$ cat config.mk
export PLATFORM = sky130hd
export DESIGN_NAME = div_unit
export DESIGN_NICKNAME = d
export VERILOG_FILES = /design/src/rtl/div_pkg.sv /design/src/rtl/div_step.sv /design/src/rtl/div_unit.sv
export SDC_FILE = /design/constraint.sdc
export NUM_CORES = 1
export LEC_CHECK = 0
export BUFFER_PORTS_ARGS = -buffer_cell sky130_fd_sc_hd__buf_2
export CAP_MARGIN = 20
export CORE_MARGIN = 2
export CORE_UTILIZATION = 54
export CTS_BUF_LIST = sky130_fd_sc_hd__clkbuf_8
export CTS_CLUSTER_SIZE = 12
export DETAILED_ROUTE_END_ITERATION = 10
export GPL_ROUTABILITY_DRIVEN = 0
export HOLD_SLACK_MARGIN = 0.15
export PLACE_DENSITY = 0.8
export SYNTH_ARGS = -nofsm -noshare
export SYNTH_HDL_FRONTEND = slang
export SYNTH_SLANG_ARGS = --single-unit
$ cat constraint.sdc
create_clock -name CLK -period 2.83 [get_ports CLK]
set_clock_uncertainty 0.05 [all_clocks]
set_input_delay 0.4245 -clock CLK [delete_from_list [all_inputs] [get_ports CLK]]
set_output_delay 0.4245 -clock CLK [all_outputs]
set_load 0.03 [all_outputs]
$ cat src/rtl/div_pkg.sv
// Shared types and constants for the divider: FSM states, iteration count,
// DivDest bit positions and an operand-magnitude helper.
package div_pkg;

    typedef enum logic [1:0] {
        ST_IDLE,
        ST_CALC,
        ST_FIX,
        ST_WB
    } div_state_e;

    localparam int DIV_ITER    = 32;

    localparam int DEST_ACC_HI = 3;
    localparam int DEST_ACC_LO = 2;
    localparam int DEST_HI_WE  = 1;
    localparam int DEST_LO_WE  = 0;

    function automatic logic [31:0] magnitude(input logic [31:0] v, input logic sgn);
        return (sgn && v[31]) ? (~v + 32'd1) : v;
    endfunction

endpackage

$ cat src/rtl/div_step.sv
// One radix-2 restoring step: shift the next dividend bit into the partial
// remainder, subtract the divisor if it fits, shift the result bit into the quotient.
module div_step
    import div_pkg::*;
(
    input  logic [31:0] rem_in,
    input  logic [31:0] quo_in,
    input  logic [31:0] dvsr,
    output logic [31:0] rem_out,
    output logic [31:0] quo_out
);

    logic [32:0] shifted;
    logic        fits;

    // When the divisor fits, the difference is below the divisor, so 32-bit
    // modular subtraction is exact even if shifted[32] is set.
    always_comb begin
        shifted = {rem_in, quo_in[31]};
        fits    = (shifted >= {1'b0, dvsr});
        rem_out = fits ? (shifted[31:0] - dvsr) : shifted[31:0];
        quo_out = {quo_in[30:0], fits};
    end

endmodule

$ cat src/rtl/div_unit.sv
// Iterative 32-bit restoring divider (signed or unsigned) writing quotient and
// remainder to an accumulator pair.
//
// state | meaning
// IDLE  | waiting for an accepted Div_Start
// CALC  | one restoring step per non-held cycle, 32 steps
// FIX   | sign correction of quotient and remainder
// WB    | single-cycle accumulator write
module div_unit
    import div_pkg::*;
(
    input  logic        CLK,
    input  logic        RESET_D1_R_N,
    input  logic        Div_Start,
    input  logic        Div_Signed,
    input  logic [1:0]  Div_Acc,
    input  logic [31:0] SrcA,
    input  logic [31:0] SrcB,
    input  logic        Rhold,
    input  logic        Xcpn,
    output logic [39:0] DDATAHI,
    output logic [39:0] DDATALO,
    output logic [3:0]  DivDest_C1,
    output logic [3:0]  DivDest_C2,
    output logic        Div_Busy
);

    localparam logic [5:0] LAST_STEP = 6'(DIV_ITER - 1);

    div_state_e  state, state_nxt;
    logic [5:0]  step_cnt;
    logic [31:0] rem_q, quo_q, dvsr_q;
    logic [31:0] rem_step, quo_step;
    logic [1:0]  acc_q;
    logic        neg_quo_q, neg_rem_q;
    logic        start_ok;

    div_step u_step (
        .rem_in  (rem_q),
        .quo_in  (quo_q),
        .dvsr    (dvsr_q),
        .rem_out (rem_step),
        .quo_out (quo_step)
    );

    assign start_ok = Div_Start && !Rhold && !Xcpn;

    always_ff @(posedge CLK or negedge RESET_D1_R_N) begin
        if (!RESET_D1_R_N) state <= ST_IDLE;
        else               state <= state_nxt;
    end

    always_comb begin
        state_nxt = state;
        case (state)
            ST_IDLE: if (start_ok) state_nxt = ST_CALC;
            ST_CALC: begin
                if (Xcpn)                                  state_nxt = ST_IDLE;
                else if (!Rhold && step_cnt == LAST_STEP)  state_nxt = ST_FIX;
            end
            ST_FIX:  state_nxt = Xcpn ? ST_IDLE : ST_WB;
            ST_WB:   state_nxt = ST_IDLE;
            default: state_nxt = ST_IDLE;
        endcase
    end

    always_ff @(posedge CLK or negedge RESET_D1_R_N) begin
        if (!RESET_D1_R_N) begin
            step_cnt  <= '0;
            rem_q     <= '0;
            quo_q     <= '0;
            dvsr_q    <= '0;
            acc_q     <= '0;
            neg_quo_q <= 1'b0;
            neg_rem_q <= 1'b0;
        end else if (state == ST_IDLE && start_ok) begin
            step_cnt  <= '0;
            rem_q     <= '0;
            quo_q     <= magnitude(SrcA, Div_Signed);
            dvsr_q    <= magnitude(SrcB, Div_Signed);
            acc_q     <= Div_Acc;
            // Zero divisor already yields an all-ones quotient; keep it unnegated.
            neg_quo_q <= Div_Signed && (SrcA[31] ^ SrcB[31]) && (SrcB != 32'd0);
            neg_rem_q <= Div_Signed && SrcA[31];
        end else if (state == ST_CALC && !Rhold) begin
            rem_q    <= rem_step;
            quo_q    <= quo_step;
            step_cnt <= step_cnt + 6'd1;
        end else if (state == ST_FIX) begin
            if (neg_quo_q) quo_q <= ~quo_q + 32'd1;
            if (neg_rem_q) rem_q <= ~rem_q + 32'd1;
        end
    end

    always_comb begin
        DDATAHI    = '0;
        DDATALO    = '0;
        DivDest_C1 = '0;
        DivDest_C2 = '0;
        Div_Busy   = (state != ST_IDLE);
        if (state == ST_WB) begin
            DDATAHI                               = {8'h00, rem_q};
            DDATALO                               = {8'h00, quo_q};
            DivDest_C1[DEST_ACC_HI:DEST_ACC_LO]   = acc_q;
            DivDest_C1[DEST_HI_WE]                = 1'b1;
            DivDest_C1[DEST_LO_WE]                = 1'b1;
            DivDest_C2                            = DivDest_C1;
        end
    end

endmodule

# == Word level (Yosys, flattened, before mapping) ==
# Cells that the tools add are included.
# word_totals
regBits,108
in_bits,72
output_inout_bits,89
word_cells,68
# classes
addsub,6
n_lt_le_gt_ge,1
eq_ne,6
mux,21
bitwise,5
reduce_logical,21
# op_table
op,count
32-bit 2-to-1 mux,13
"32-bit by 1-bit adder with 32-bit output, second input constant",4
32-bit NOT,4
33-bit by 32-bit >= comparator with 1-bit output,1
32-bit nonzero test,1
32-bit subtractor,1
6-bit 2-to-1 mux,2
1-bit logical AND,9
3-bit nonzero test,3
2-bit 2-to-1 mux,4
2-bit case mux with 4 select lines,1
"6-bit by 1-bit adder with 6-bit output, second input constant",1
"6-bit by 5-bit equality test with 1-bit output, second input constant",1
2-bit AND reduction,3
"2-bit equality test, second input constant",2
4-bit 2-to-1 mux,1
2-bit nonzero test,2
"3-bit != test, second input constant",1
"2-bit by 1-bit equality test with 1-bit output, second input constant",1
1-bit logical NOT,2
2-bit logical NOT,1
"2-bit != test, second input constant",1
1-bit XOR,1

# == Depth between registers and ports, before layout ==
# Gate-level depths: netlist of run 1.
# depth
word_depth,6
depth_mapped,13

# == By module ==
# A second synthesis of run 1 with hierarchy kept.
# unflattened
hier_cells,1347
area_unflattened_um2,10532.6
# modules_own_cells
module,instances,cells_each,area_each_um2,seq_area_each_um2
div_unit,1,976,7810.0,2702.6
div_step,1,371,2722.6,0.0

# == Least setup slack after synthesis of run 1 ==
# OpenSTA, ideal clock, no wires.
# synth_timing
path_type,register to register
start,reg quo_q[31]
end,reg rem_q[28]
setup_ns,0.079
t_arrival_ns,2.922
path_slack_ns,-0.222
stages_incl_launch_ff,14
path_buffers,0
path_cell_list,dfrtp_1 > inv_1 > ha_1 > inv_1 > fa_1 > a21oi_1 > o22ai_1 > o41ai_1 > nand3_1 > a21oi_1 > o41ai_1 > a31oi_1 > mux2i_1 > a2bb2oi_1
# synth_between
elab_chain_cells,4
# synth_lines
item,line_no,text
start: declaration,div_unit.sv:32,"logic [31:0] rem_q, quo_q, dvsr_q;"
start signal: assignment,div_unit.sv:79,"quo_q <= magnitude(SrcA, Div_Signed);"
start signal: assignment,div_unit.sv:87,quo_q <= quo_step;
start signal: assignment,div_unit.sv:90,if (neg_quo_q) quo_q <= ~quo_q + 32'd1;
32-bit subtractor / 33-bit by 32-bit >= comparator with 1-bit output (equally long branches),"div_step.sv:21, div_step.sv:20",
32-bit 2-to-1 mux (*),div_step.sv:21,rem_out = fits ? (shifted[31:0] - dvsr) : shifted[31:0];
32-bit 2-to-1 mux (*),div_unit.sv:85,end else if (state == ST_CALC && !Rhold) begin
32-bit 2-to-1 mux (*),div_unit.sv:76,end else if (state == ST_IDLE && start_ok) begin
end signal: assignment,div_unit.sv:86,rem_q <= rem_step;
end signal: assignment,div_unit.sv:91,if (neg_rem_q) rem_q <= ~rem_q + 32'd1;
end: declaration,div_unit.sv:32,
# Every way passes the cells marked *; elsewhere a longest branch is shown, timed or not.
# A chain may end at the register's enable or synchronous reset.

# == Worst setup path in the final report of run 1 ==
# layout_timing
start,reg rem_q[5]
end,reg rem_q[18]
# layout_between
elab_chain_cells,6
# layout_lines
item,line_no,text
32-bit NOT,div_unit.sv:91,
32-bit by 1-bit adder with 32-bit output,div_unit.sv:91,
32-bit 2-to-1 mux,div_unit.sv:91,
32-bit 2-to-1 mux,div_unit.sv:89,end else if (state == ST_FIX) begin
32-bit 2-to-1 mux (*),div_unit.sv:85,
32-bit 2-to-1 mux (*),div_unit.sv:76,
# Every way passes the cells marked *; elsewhere a longest branch is shown, timed or not. The select of a mux whose other input is x is not followed.

==> metrics.yaml, run 1 <==
global_route:
  grt_use_met1: 0.4398
  first_global_vias: 9492
  grt_max_degree: 101
  grtUsageTotal: 0.3004
  antenna_found_initial: 0
  grt.overflow.total: 0
  grtUsageMet2: 0.4567
  grt_pass1_wl_um: 47800
  grt.busiest_layer: "met2"
  grtUsageMet3: 0.04468
drt:
  wire_per_inst_um: 18.43
  first_pass_iters: 6
  routed_wl_um: 31920
  drcViolationCount: 0
  ant_nets: 0
  drt_iter0_drc: 1655
  dr_total_vias: 10897
  routed_via_density: 6.292
die:
  ios: 161
  placement_rows: 49
  initial_core_util: 0.5466
  chipWidth_um: 138.2
  core-area_um2: 17780
  fp.dieH_um: 138.2
  die_area_um2: 19090
timing:
  maxSlewHeadroom: 0.5347
  hold_viol: 0
  period_share: 1.067
  finalWorstSetupSlack_ns: -0.1907
  setup_viol: 13
  tightest_slew_ns: 0.6962
  rsz0062_at_grt: "yes"
  period_needed_ns: 3.021
  fmax_mhz: 331.0
  drv_slew: 0
yosys:
  ys_seq_elements: 108
  synth_compound_area_frac: 0.2390
  synth_fa_ha_area_frac: 0.04970
  yosysUniqueCellTypes: 73
  ys_seq_area_frac: 0.2781
  synth_area_um2: 9718
  async_flop_share: 1.000
  synth-simple-area-share: 0.2440
  ys.flop_type: "dfrtp_1"
  synth.area.mux_share: 0.01751
  ys_warn_count: 0
  synthCells: 1297
  avgSynthCellArea_um2: 7.493
  synth_edf_count: 0
  synth-xor-area-share: 0.09914
  synth_top_family_by_area: "simple AND/OR/NAND/NOR gates"
worst_setup_path:
  reg2reg_from: "rem_q[5]"
  cp_slowest_cell: "dfrtp_1"
  path_cells: "ha_1 > a21oi_1 > o21ai_1 > a221o_2 > o211ai_1 > buf_4 > a21oi_4 > buf_6 > nand2_1 > buf_6 > nor2_1 > nor4_1"
  r2r_slack_ns: -0.19
  crit_fanout: 6
  path_class: "register to register"
  r2r_cells: 12
  reg2reg_to: "rem_q[18]"
  cp-end-kind: "register"
  critPathMaxStageDelay_ns: 0.44
  crit_path_frequent_cell: "buf_6"
  worstSetupStartpoint: "rem_q[5]"
  critPathRequiredTime_ns: 3.06
  critPathArrivalTime_ns: 3.25
  critical_path.startpoint_type: "register"
clocking:
  cts_buffer_depth: 2
  cts_buffers: 9
  clk_pin_slew_worst_paths_ns: 0.12
  cts-root-buf: "clkbuf_8"
  clock_latency_ns: 0.41
  cts_tree: "done"
  clock-sinks: 108
  cts_max_level: 3
pwr:
  p_leak_nw: 5.672
  total_power_mw: 10.71
  pwr_density_cell_nw_per_um2: 900.6
  peakVddDrop_mv: 0.4922
layout:
  n_antenna_cell: 0
  nets: 1609
  utilization: 0.6691
  final_cell_mix: "buf_2, nand2_1, o21ai_0"
  drive_above_1_share: 0.2302
  final_common_cell: "buf_2"
  final_area_um2: 11900
  area_growth_pct: 22.42
status:
  violations: "negative setup slack"
  status: "complete, but fails checks"
min_path:
  hold_depth: 2
  min-delay-start: "Xcpn"
  holdPathEnd: "state[1]"
  hp-class: "input pin to register"
place:
  place_area_um2: 11260
  dp_worst_setup_slack_ns: -0.1489
  detailedPlacementHpwl_um: 21930
  io_buffers: 144
run:
  drv_cap: 0
-- what timing repair did --
item                                    CTS  global route
buffers inserted                          8            13
endpoints found under the setup margin   15            39
gates cloned                              0             1
pin swaps                                12            29
hold buffers                              1             0
resized for setup                         8            60
endpoints found under the hold margin    41             0
-- how the worst max path moves through the flow --
stage          slack [ns]  cells after the start         to
5_1_grt             -0.32                     12  rem_q[18]
3_3_place_gp        -0.09                      9  quo_q[27]
4_1_cts             -0.11                      9  quo_q[27]
3_5_place_dp        -0.15                     13  rem_q[28]
6_report            -0.19                     12  rem_q[18]
2_1_floorplan       -0.11                     10  quo_q[27]
-- registers in the layout (all words and copies together), names as in the netlist --
name,count
neg_quo_q,1
neg_rem_q,1
step_cnt,6
rem_q,32
quo_q,32
dvsr_q,32
state,2
acc_q,2
-- metrics by stage --
stage / hold slack (ns) / setup TNS, ns / instances
after floorplan: 0.07891 / -0.2704 / 1312
after global routing: 0.1672 / -3.448 / 1732
after detailed placement: 0.4104 / -0.8833 / 1695
after CTS: 0.1646 / -0.2490 / 1719
final: 0.1687 / -0.9605 / 1732
after global placement: 0.4001 / -0.3689 / 1695
-- cells by family (layout without fill, tap and decap cells) --
group / count (synthesis) / after routing
other cells: 1 / 16
fa+ha+maj: 38 / 38
xor+xnor: 110 / 110
buf+inv: 162 / 353
mux: 17 / 17
simple gates: 476 / 476
flops: 108 / 108
compound gates: 385 / 385
-- worst max-delay path: cells and delay by family, from the launching register on --
family / cells / cell delay (ns)
compound gates: 5 / 1.07
fa+ha+maj: 1 / 0.41
buf+inv: 3 / 0.45
flops: 1 / 0.44
simple gates: 3 / 0.48
-- routing by layer --
layer  routed length, um  share of wire
met1               13460           0.42
met2               14350           0.45
met3                3102          0.097
met4                1008          0.032
met5                   0              0
-- report_power, final --
group / internal [mW] / leakage [nW] / total (mW) / switching (mW)
sequential: 2.01 / 1.34 / 2.58 / 0.562
combinational: 3.19 / 4.23 / 7.13 / 3.95
clock: 0.409 / 0.0984 / 1.00 / 0.595
-- synthesized netlist by cell type (12+ instances only) --
| cell | number | area share |
|---|---|---|
| nor2_1 | 116 | 0.045 |
| xor2_1 | 47 | 0.042 |
| mux2i_1 | 17 | 0.018 |
| o21ai_0 | 142 | 0.073 |
| or3_1 | 13 | 0.0084 |
| dfrtp_1 | 108 | 0.28 |
| buf_4 | 21 | 0.016 |
| nand3_1 | 18 | 0.0093 |
| and3_1 | 72 | 0.046 |
| inv_1 | 64 | 0.025 |
| clkbuf_1 | 68 | 0.026 |
| ha_1 | 37 | 0.048 |
| a21oi_1 | 109 | 0.056 |
| nand2_1 | 134 | 0.052 |
| nor4_1 | 15 | 0.0097 |
| nor2b_1 | 12 | 0.0077 |
| a221oi_1 | 15 | 0.014 |
| a31oi_1 | 22 | 0.014 |
| xnor2_1 | 63 | 0.057 |
| nor3_1 | 37 | 0.019 |
-- layout make-up --
cell class                 instances  area, um^2
clock buffer                       9       123.9
multi-input combinational       1042        6645
timing repair buffer             274        1829
tap                              229       286.5
sequential                       108        2705
inverter                          64       240.2
clock inverter                     6       66.31
fill                            1494        5883
Power figures use the tool's default switching activity.
==> run 2, diff against run 1 <==
--- a/config.mk
+++ b/config.mk
@@ -5,10 +5,11 @@
 export SDC_FILE = /design/constraint.sdc
 export NUM_CORES = 1
 export LEC_CHECK = 0
+export ABC_AREA = 1
 export BUFFER_PORTS_ARGS = -buffer_cell sky130_fd_sc_hd__buf_2
 export CAP_MARGIN = 20
 export CORE_MARGIN = 2
-export CORE_UTILIZATION = 54
+export CORE_UTILIZATION = 55
 export CTS_BUF_LIST = sky130_fd_sc_hd__clkbuf_8
 export CTS_CLUSTER_SIZE = 12
 export DETAILED_ROUTE_END_ITERATION = 10
==> constraint.sdc (replaced) <==
create_clock -name CLK -period 2.4 [get_ports CLK]
set_clock_uncertainty 0.05 [all_clocks]
set_input_delay 0.36 -clock CLK [delete_from_list [all_inputs] [get_ports CLK]]
set_output_delay 0.36 -clock CLK [all_outputs]
set_load 0.03 [all_outputs]
==> run 2 against run 1 <==
  * First-iteration DRC count shrank 5.6%
  * Sequential cell count unchanged
  * Worst setup slack improved by 0.13 ns
  * Sequential power up 39%
  * Via count is 25% higher
  * The flow still finishes with violations (negative setup slack)
  * Register-to-register slack better by 0.13 ns
  * Critical path type unchanged
==> metrics.yaml, run 2 <==
die:
  ios: 161
  chipWidth_um: 147.6
  initial_core_util: 0.5606
  placement_rows: 52
  core-area_um2: 20230
  die_area_um2: 21790
  fp.dieH_um: 147.6
yosys:
  synth_top_cell_area_share: 0.2383
  synth_top_family_by_area: "simple AND/OR/NAND/NOR gates"
  ys_warn_count: 0
  synth_edf_count: 0
  avgSynthCellArea_um2: 5.896
  synth-simple-area-share: 0.4191
  ys_seq_area_frac: 0.2383
  synth-xor-area-share: 0.04633
  ys.flop_type: "dfrtp_1"
  synth.most_common_cell: "nand2_1"
  synth_area_um2: 11340
  synth_fa_ha_area_frac: 0.04258
  synth_top_area_cell: "dfrtp_1"
  ys_seq_elements: 108
  synthTopCellsByCount: "nand2_1, nor2_1, inv_1, nand3_1, o21ai_0"
  synthCells: 1924
  synth_area_leaders: "dfrtp_1, nand2_1, nor2_1"
  async_flop_share: 1.000
  synth_compound_area_frac: 0.1282
  synth.area.mux_share: 0
  yosysUniqueCellTypes: 50
run:
  drv_cap: 0
drt:
  drt_iter0_drc: 1562
  first_pass_iters: 7
  drcViolationCount: 0
  routed_via_density: 5.698
  ant_nets: 0
  dr_total_vias: 13653
  wire_per_inst_um: 16.49
  routed_wl_um: 39500
layout:
  final_cell_mix: "nand2_1, nor2_1, inv_1"
  final_common_cell: "nand2_1"
  drive_above_1_share: 0.1807
  area_growth_pct: 19.74
  nets: 2230
  utilization: 0.6713
  final_cell_count_no_fill: 2396
  largestRegisters: "dvsr_q x32, quo_q x32, rem_q x32"
pwr:
  p_sw_mw: 11.11
  p_int_mw: 8.705
  total_power_mw: 19.81
  power.share.switching: 0.5607
  peakVddDrop_mv: 0.6185
  pwr_density_cell_nw_per_um2: 1459
  pwr-share-comb: 0.763
  clkPwrFrac: 0.056
  pwr-share-seq: 0.181
  p_leak_nw: 7.046
timing:
  drv_slew: 0
  holdWs_ns: 0.2071
  tightest_slew_ns: 0.7096
  rsz0062_at_grt: "yes"
  period_needed_ns: 2.462
  finalWorstSetupSlack_ns: -0.06235
  maxSlewHeadroom: 0.5229
  setup_viol: 1
  hold_viol: 0
  period_share: 1.026
  fmax_mhz: 406.1
worst_setup_path:
  critPathRequiredTime_ns: 2.68
  crit_fanout: 4
  cp-end-kind: "register"
  critPathArrivalTime_ns: 2.75
  critical_path.startpoint_type: "register"
  path_class: "register to register"
  r2r_slack_ns: -0.06
place:
  io_buffers: 144
  detailedPlacementHpwl_um: 30180
  dp_worst_setup_slack_ns: -0.08614
  numPlacedInstances: 2360
global_route:
  grt.overflow.total: 0
  grt_pass1_wl_um: 59800
  grtUsageTotal: 0.3446
  antenna_found_initial: 0
  first_global_vias: 12078
  grt_max_degree: 54
clocking:
  cts_buffer_depth: 2
  cts_buffers: 9
  cts-root-buf: "clkbuf_8"
  clock_latency_ns: 0.40
  cts_max_level: 3
  clk_pin_slew_worst_paths_ns: 0.11
  cts_tree: "done"
  clock-sinks: 108
status:
  status: "complete, but fails checks"
  violations: "negative setup slack"
min_path:
  hp-class: "input pin to register"
-- run 2: worst paths after layout --
kind	cells after the start	end	start
max	12	rem_q[15]	rem_q[13]
max reg2reg	12	rem_q[15]	rem_q[13]
min	3	dvsr_q[30]	SrcB[30]
min in group asynchronous	2	rem_q[21]	RESET_D1_R_N
min reg2reg	2	dvsr_q[16]	dvsr_q[16]
max in group asynchronous	3	rem_q[0]	RESET_D1_R_N
-- run 2: logic make-up after synthesis --
family | Yosys count
and+or+nand+nor | 1112
buffers and inverters | 344
AOI/OAI and AO/OA | 261
DFF | 108
xor gates and xnor gates | 60
adders and majority gates | 38
other | 1
-- run 2: stage by stage --
stage | instance area, um^2 | setup TNS [ns]
after floorplan | 11400 | 0
after CTS | 12990 | 0
final | 13580 | -0.06235
after global placement | 12740 | -0.06771
after detailed placement | 12740 | -0.3173
after global routing | 13580 | -0.9256
-- run 2: area by class of cell --
type | instances | area, um^2
flip-flops and latches | 108 | 2708
clock inverters | 6 | 45.04
inverters | 265 | 1001
clock buffers | 10 | 137.6
diodes | 1 | 2.502
multi-input cells | 1487 | 7725
fillers | 1834 | 6651
repair buffers | 249 | 1627
well taps | 270 | 337.8
-- run 2: repair_timing --
action                     4_1_cts  5_1_grt
setup buffers                    1       11
pin swaps                        0        6
hold endpoints to repair        29        0
gates resized for setup          6       76
cloned                           0        3
setup endpoints to repair       12       56
hold buffers                     4        0
-- run 2: per-layer routing --
metal / global-route usage / vias up / part of all wire / wire length [um]
met5: 0 / - / 0 / 0
li1: - / 6517 / - / -
met3: 0.04660 / 135 / 0.10 / 4097
met2: 0.5174 / 837 / 0.43 / 17020
met1: 0.4816 / 6164 / 0.42 / 16430
met4: 0.1880 / 0 / 0.049 / 1950
-- run 2: critical path: stages, from the launching register on --
cell     delay [ns]
dfrtp_2        0.50
ha_4           0.31
nand2_1        0.11
nor2_1         0.17
inv_1          0.13
nor3_1         0.18
nand2_1        0.12
nand2_2        0.16
xor2_2         0.27
nand2_1        0.11
nand3_1        0.08
nand3_1        0.08
nand2_1        0.13
-- run 2: power by group through the flow --
stage          clock, mW  sequential, mW  combinational [mW]
5_1_grt             1.21            3.66                16.4
6_report            1.12            3.59                15.1
2_1_floorplan          0            3.33                8.87
4_1_cts             1.14            3.42                13.1
3_3_place_gp           0            3.40                12.7
3_5_place_dp           0            3.45                12.9
